[config.mk]
export PLATFORM = sky130hd
export DESIGN_NAME = ub_write_packer
export DESIGN_NICKNAME = d
export VERILOG_FILES = /design/src/rtl/ub_write_packer.sv
export SDC_FILE = /design/constraint.sdc
export NUM_CORES = 1
export LEC_CHECK = 0
export CAP_MARGIN = 5
export CORE_ASPECT_RATIO = 0.8
export CORE_MARGIN = 10
export CORE_UTILIZATION = 35
export DETAILED_ROUTE_END_ITERATION = 6
export GPL_TIMING_DRIVEN = 0
export SYNTH_ARGS = -nofsm -noshare
export SYNTH_HDL_FRONTEND = slang
export SYNTH_SLANG_ARGS = --single-unit
[constraint.sdc]
create_clock -name clk -period 3.3 [get_ports clk]
set_clock_uncertainty 0.2 [all_clocks]
set_input_delay 0.33 -clock clk [delete_from_list [all_inputs] [get_ports clk]]
set_output_delay 0.33 -clock clk [all_outputs]
set_load 0.005 [all_outputs]
[src/rtl/ub_write_packer.sv]
// Packs the int8 activation stream into LANES-byte UB words behind a small FIFO.
// Define UB_PACK_ZERO_FILL_EN to zero the masked-off lanes of partial words.
module ub_write_packer #(
   parameter int LANES      = 4,
   parameter int ADDR_W     = 10,
   parameter int FIFO_DEPTH = 4
) (
   input  logic                  clk,
   input  logic                  reset_n,
   input  logic                  start,
   input  logic [ADDR_W-1:0]     base_addr,
   input  logic [15:0]           elem_count,
   input  logic                  valid_in,
   input  logic signed [7:0]     data_in,
   output logic                  ub_wr_valid,
   input  logic                  ub_wr_ready,
   output logic [ADDR_W-1:0]     ub_wr_addr,
   output logic [8*LANES-1:0]    ub_wr_data,
   output logic [LANES-1:0]      ub_wr_mask,
   output logic                  busy,
   output logic                  done,
   output logic                  overflow
);
   // state   | meaning
   // S_IDLE  | waiting for start
   // S_PACK  | accepting elements, pushing words into the FIFO
   // S_DRAIN | all elements pushed, emptying the FIFO to the UB
   // S_DONE  | single-cycle completion pulse
   typedef enum logic [1:0] {S_IDLE, S_PACK, S_DRAIN, S_DONE} state_t;

   localparam int LW = $clog2(LANES);
   localparam int PW = $clog2(FIFO_DEPTH);

   state_t                                 state_q, state_d;
   logic [LW-1:0]                          lane_q, lane_d;
   logic [15:0]                            remain_q, remain_d;
   logic [ADDR_W-1:0]                      addr_q, addr_d;
   logic [LANES-1:0][7:0]                  pack_q, pack_d;
   logic [FIFO_DEPTH-1:0][8*LANES-1:0]     fifo_data_q, fifo_data_d;
   logic [FIFO_DEPTH-1:0][LANES-1:0]       fifo_mask_q, fifo_mask_d;
   logic [PW:0]                            wr_ptr_q, wr_ptr_d;
   logic [PW:0]                            rd_ptr_q, rd_ptr_d;
   logic                                   overflow_q, overflow_d;
   logic                                   done_q, done_d;
   logic                                   busy_q, busy_d;

   logic                                   fifo_empty, fifo_full, pop, push;
   logic [8*LANES-1:0]                     push_data;
   logic [LANES-1:0]                       push_mask;

   assign fifo_empty = (wr_ptr_q == rd_ptr_q);
   assign fifo_full  = (wr_ptr_q[PW] != rd_ptr_q[PW]) &&
                       (wr_ptr_q[PW-1:0] == rd_ptr_q[PW-1:0]);
   assign pop        = ~fifo_empty & ub_wr_ready;

   always_comb begin
      state_d     = state_q;
      lane_d      = lane_q;
      remain_d    = remain_q;
      addr_d      = addr_q;
      pack_d      = pack_q;
      fifo_data_d = fifo_data_q;
      fifo_mask_d = fifo_mask_q;
      wr_ptr_d    = wr_ptr_q;
      rd_ptr_d    = rd_ptr_q;
      overflow_d  = overflow_q;
      push        = 1'b0;
      push_data   = '0;
      push_mask   = '0;

      if (pop) begin
         rd_ptr_d = rd_ptr_q + (PW+1)'(1);
         addr_d   = addr_q + ADDR_W'(1);
      end

      case (state_q)
         S_IDLE: begin
            if (start) begin
               overflow_d = 1'b0;
               addr_d     = base_addr;
               remain_d   = elem_count;
               lane_d     = '0;
`ifdef UB_PACK_ZERO_FILL_EN
               pack_d     = '0;
`endif
               state_d    = (elem_count == 16'd0) ? S_DONE : S_PACK;
            end
         end
         S_PACK: begin
            if (valid_in) begin
               pack_d[lane_q] = data_in;
               remain_d       = remain_q - 16'd1;
               if (lane_q == LW'(LANES-1) || remain_q == 16'd1) begin
                  push      = 1'b1;
                  push_data = pack_d;
                  for (int k = 0; k < LANES; k++) begin
                     push_mask[k] = (LW'(k) <= lane_q);
`ifdef UB_PACK_ZERO_FILL_EN
                     if (LW'(k) > lane_q) push_data[8*k +: 8] = '0;
`endif
                  end
`ifdef UB_PACK_ZERO_FILL_EN
                  pack_d = '0;
`endif
                  lane_d = '0;
               end else begin
                  lane_d = lane_q + LW'(1);
               end
               if (remain_q == 16'd1) state_d = S_DRAIN;
            end
         end
         S_DRAIN: begin
            // look at the post-pop pointer so done follows the final handshake directly
            if (rd_ptr_d == wr_ptr_q) state_d = S_DONE;
         end
         default: state_d = S_IDLE;
      endcase

      if (push) begin
         if (!fifo_full || pop) begin
            fifo_data_d[wr_ptr_q[PW-1:0]] = push_data;
            fifo_mask_d[wr_ptr_q[PW-1:0]] = push_mask;
            wr_ptr_d = wr_ptr_q + (PW+1)'(1);
         end else begin
            overflow_d = 1'b1;
         end
      end

      done_d = (state_d == S_DONE);
      busy_d = (state_d != S_IDLE);
   end

   always_ff @(posedge clk or negedge reset_n) begin
      if (!reset_n) begin
         state_q     <= S_IDLE;
         lane_q      <= '0;
         remain_q    <= '0;
         addr_q      <= '0;
         pack_q      <= '0;
         fifo_data_q <= '0;
         fifo_mask_q <= '0;
         wr_ptr_q    <= '0;
         rd_ptr_q    <= '0;
         overflow_q  <= 1'b0;
         done_q      <= 1'b0;
         busy_q      <= 1'b0;
      end else begin
         state_q     <= state_d;
         lane_q      <= lane_d;
         remain_q    <= remain_d;
         addr_q      <= addr_d;
         pack_q      <= pack_d;
         fifo_data_q <= fifo_data_d;
         fifo_mask_q <= fifo_mask_d;
         wr_ptr_q    <= wr_ptr_d;
         rd_ptr_q    <= rd_ptr_d;
         overflow_q  <= overflow_d;
         done_q      <= done_d;
         busy_q      <= busy_d;
      end
   end

   assign ub_wr_valid = ~fifo_empty;
   assign ub_wr_addr  = addr_q;
   assign ub_wr_data  = fifo_empty ? '0 : fifo_data_q[rd_ptr_q[PW-1:0]];
   assign ub_wr_mask  = fifo_empty ? '0 : fifo_mask_q[rd_ptr_q[PW-1:0]];
   assign busy        = busy_q;
   assign done        = done_q;
   assign overflow    = overflow_q;

endmodule

==> flow_summary.ini, run 1 <==
[status]
outcome = finished, final reports clean

[yosys]
synthArstFlopShare_pct = 100.0
postSynthAreaPerCell_um2 = 14.26
synth.top_cell.area_share_pct = 49.72
synthTopCellsByCount = 215 x dfrtp_1, 105 x mux2_4, 92 x mux2_2
yosys.area.top_type = dfrtp_1
netlist_area_mm2 = 0.01082
post-synth-top-count-cell = dfrtp_1
synthTopCellsByArea = dfrtp_1 50%, mux2_4 15%, mux2_2 9.6%
yosysWarnings = 0
yosysUniqueCellTypes = 57
synth_flop_cell = dfrtp_1
seq_area_frac_synth_pct = 49.72
synth_edf_count = 0
synth_fp_nets = 810
ys_ff_latch = 215
synth_cells = 759

[placed_design]
port_buffers = 87
gp_congestion = 0.8483
post-place-ws_ns = -0.2804
dp_hpwl_mm = 17.12

[worst_setup_path]
worst-r2r-cell-count = 7
cp_max_fo = 10
critPathArrivalTime_ns = 2.64
path_class = reg2out
slowest_delay_ns = 0.47
cp_cell_sequence = clkbuf_4 -> buf_2 -> mux4_2 -> and2_1 -> clkdlybuf4s50_1
end_kind = output port
crit_buf_inv = 3
cp.depth = 5
cp-start-kind = flip-flop
cp_slowest_cell = dfrtp_1
path_delay_family = buffers and inverters
regToRegStartpoint = lane_q[0]
required_ns = 2.77
reg2reg_slack_ns = 0.48
worstReg2RegEnd = fifo_data_q[82]

[drt]
firstDrtPassIters = 5
vias_per_cell = 5.002
drt-total-wl_mm = 25.25
routed-via-count = 6543
routedWlPerCell_um = 19.30
drc = 0
dr.first_iter.drc_count = 420
ant_nets = 0

[clock_network]
h-tree-depth = 1
clock_sinks = 215
cts_made_buffers = 25
clk_path_buf_depth = 3
clockRootBuffer = clkbuf_16
clk_latency_ns = 0.52
tritoncts = built
path_clk_slew_ns = 0.06

[global_route]
overflow = 0
grt_pass1_vias = 6995
grt_max_degree = 93
track_usage_pct = 13.25
grt_first_pass_wirelength_mm = 41.03
antenna_found_initial = 0

[layout]
final_util_pct = 43.70
post_route_cells_drive_above_1_share_pct = 36.65
fin_nets = 928
syn_to_final_growth_pct = 23.00
nFillCells = 2782
diodes = 0

[hold_path]
whs_endpoint = rd_ptr_q[2]
hold_path.class = in2reg
min_from = ub_wr_ready
hold_depth = 3

[pwr]
powerDensity_mw_per_mm2 = 837.6
p_leak_nw = 6.138
vdd_drop_max_mv = 0.3771

[die]
die_y_um = 177.3
core_area_mm2 = 0.03045
die_x_um = 216.6
io_pins = 89
floorplan.initialDensity_pct = 35.53
dieArea_mm2 = 0.03839
rows = 57

[sta]
tightestPinTransition_ns = 0.7093
period_minus_slack_ns = 3.171
maxSlewViolCount = 0
rsz0062_at_grt = false
max_freq_ghz = 0.3154
slew_headroom_pct = 52.71
setup_viol = 0
finalSetupTns_ns = 0
setup_slack_ns = 0.1289
hold_viol = 0
period_share_pct = 96.09

[job]
maxCapViolCount = 0
## layout by cell type, fill, tap and decap left out, types with 18 or more instances in the layout
master	n
and2_1	36
a21oi_1	20
dfrtp_1	212
clkbuf_16	25
mux2_4	105
nand2_1	27
clkdlybuf4s50_1	86
o21ai_0	25
mux4_2	36
nor2_1	18
mux2_2	92
## what timing repair did
item | in CTS | in global routing
setup buffers | 0 | 1
endpoints found under the hold margin | 123 | 0
resized for setup | 36 | 5
setup endpoints to repair | 36 | 25
hold buffers | 1 | 0
pin swaps | 1 | 1
## through the flow
stage | hold slack [ns] | total power, mW | std cells | instance area [µm²]
final | 0.05403 | 11.15 | 1308 | 13310
after global routing | 0.06857 | 11.87 | 1308 | 13310
after CTS | 0.04983 | 11.28 | 1307 | 13290
after detailed placement | 0.08556 | 8.073 | 1261 | 12270
after global placement | 0.2468 | 7.986 | 1259 | 12210
after floorplan | -0.1656 | 6.656 | 759 | 10820
## report_power, final
part | switching (mW) | leakage, nW | total [mW] | internal, mW
logic | 1.82 | 2.88 | 4.11 | 2.28
registers | 0.571 | 2.81 | 4.03 | 3.46
clock network | 1.12 | 0.439 | 3.01 | 1.89
total | 3.52 | 6.14 | 11.1 | 7.63
## layer usage
metal	GRT usage (%)	wire, µm
met5	0	0
met1	18.62	11960
met3	2.460	1230
met4	3.053	457
met2	20.78	11600
## registers in the layout, indices dropped and copies added (netlist names)
name         cells
busy             1
fifo_mask_q     16
remain_q        16
pack_q          32
lane_q           2
state_q          2
rd_ptr_q         3
fifo_data_q    128
overflow         1
wr_ptr_q         3
ub_wr_addr      10
done             1
## logic make-up (layout without fill, tap and decap cells)
| logic type | count (synthesis) | after routing | share of synthesized area (%) |
|---|---|---|---|
| mux | 244 | 244 | 32.72 |
| xor+xnor | 18 | 18 | 1.526 |
| fa+ha+maj | 12 | 12 | 1.388 |
| flops | 215 | 215 | 49.72 |
| buf+inv | 58 | 194 | 2.902 |
| compound gates | 72 | 72 | 4.128 |
| simple gates | 140 | 140 | 7.609 |
## worst min-delay path, cell delays in order
cell and delay [ns]:
clkbuf_1 0.19, nand3_1 0.14, xnor2_1 0.06
## worst max-delay path by stage
stage	from	to	slack (ns)
global route	rd_ptr_q[1]	ub_wr_data[6]	0.02
detailed placement	wr_ptr_q[0]	ub_wr_data[6]	-0.28
finish	rd_ptr_q[1]	ub_wr_mask[1]	0.13
global placement	reset_n	fifo_data_q[16]	-7.75
CTS	rd_ptr_q[1]	ub_wr_mask[1]	0.01
floorplan	rd_ptr_q[0]	ub_wr_data[10]	0.87
## cell type report
class / count / area, µm² / area share (%)
Sequential cell: 215 / 5384 / 40.45
Multi-Input combinational cell: 486 / 5186 / 38.97
Timing Repair Buffer: 91 / 948.4 / 7.126
Clock buffer: 30 / 694.4 / 5.218
Tap cell: 413 / 516.7 / 3.883
Buffer: 46 / 320.3 / 2.407
Clock inverter: 15 / 214.0 / 1.608
Inverter: 12 / 45.04 / 0.3384
No activity file was read; power rests on OpenSTA's default activity.
==> run 2: changes to the inputs <==
CTS_CLUSTER_SIZE = 24   (was not set)
==> results of run 2 <==
The final DEF is identical to that of run 1; final timing and power are the same.
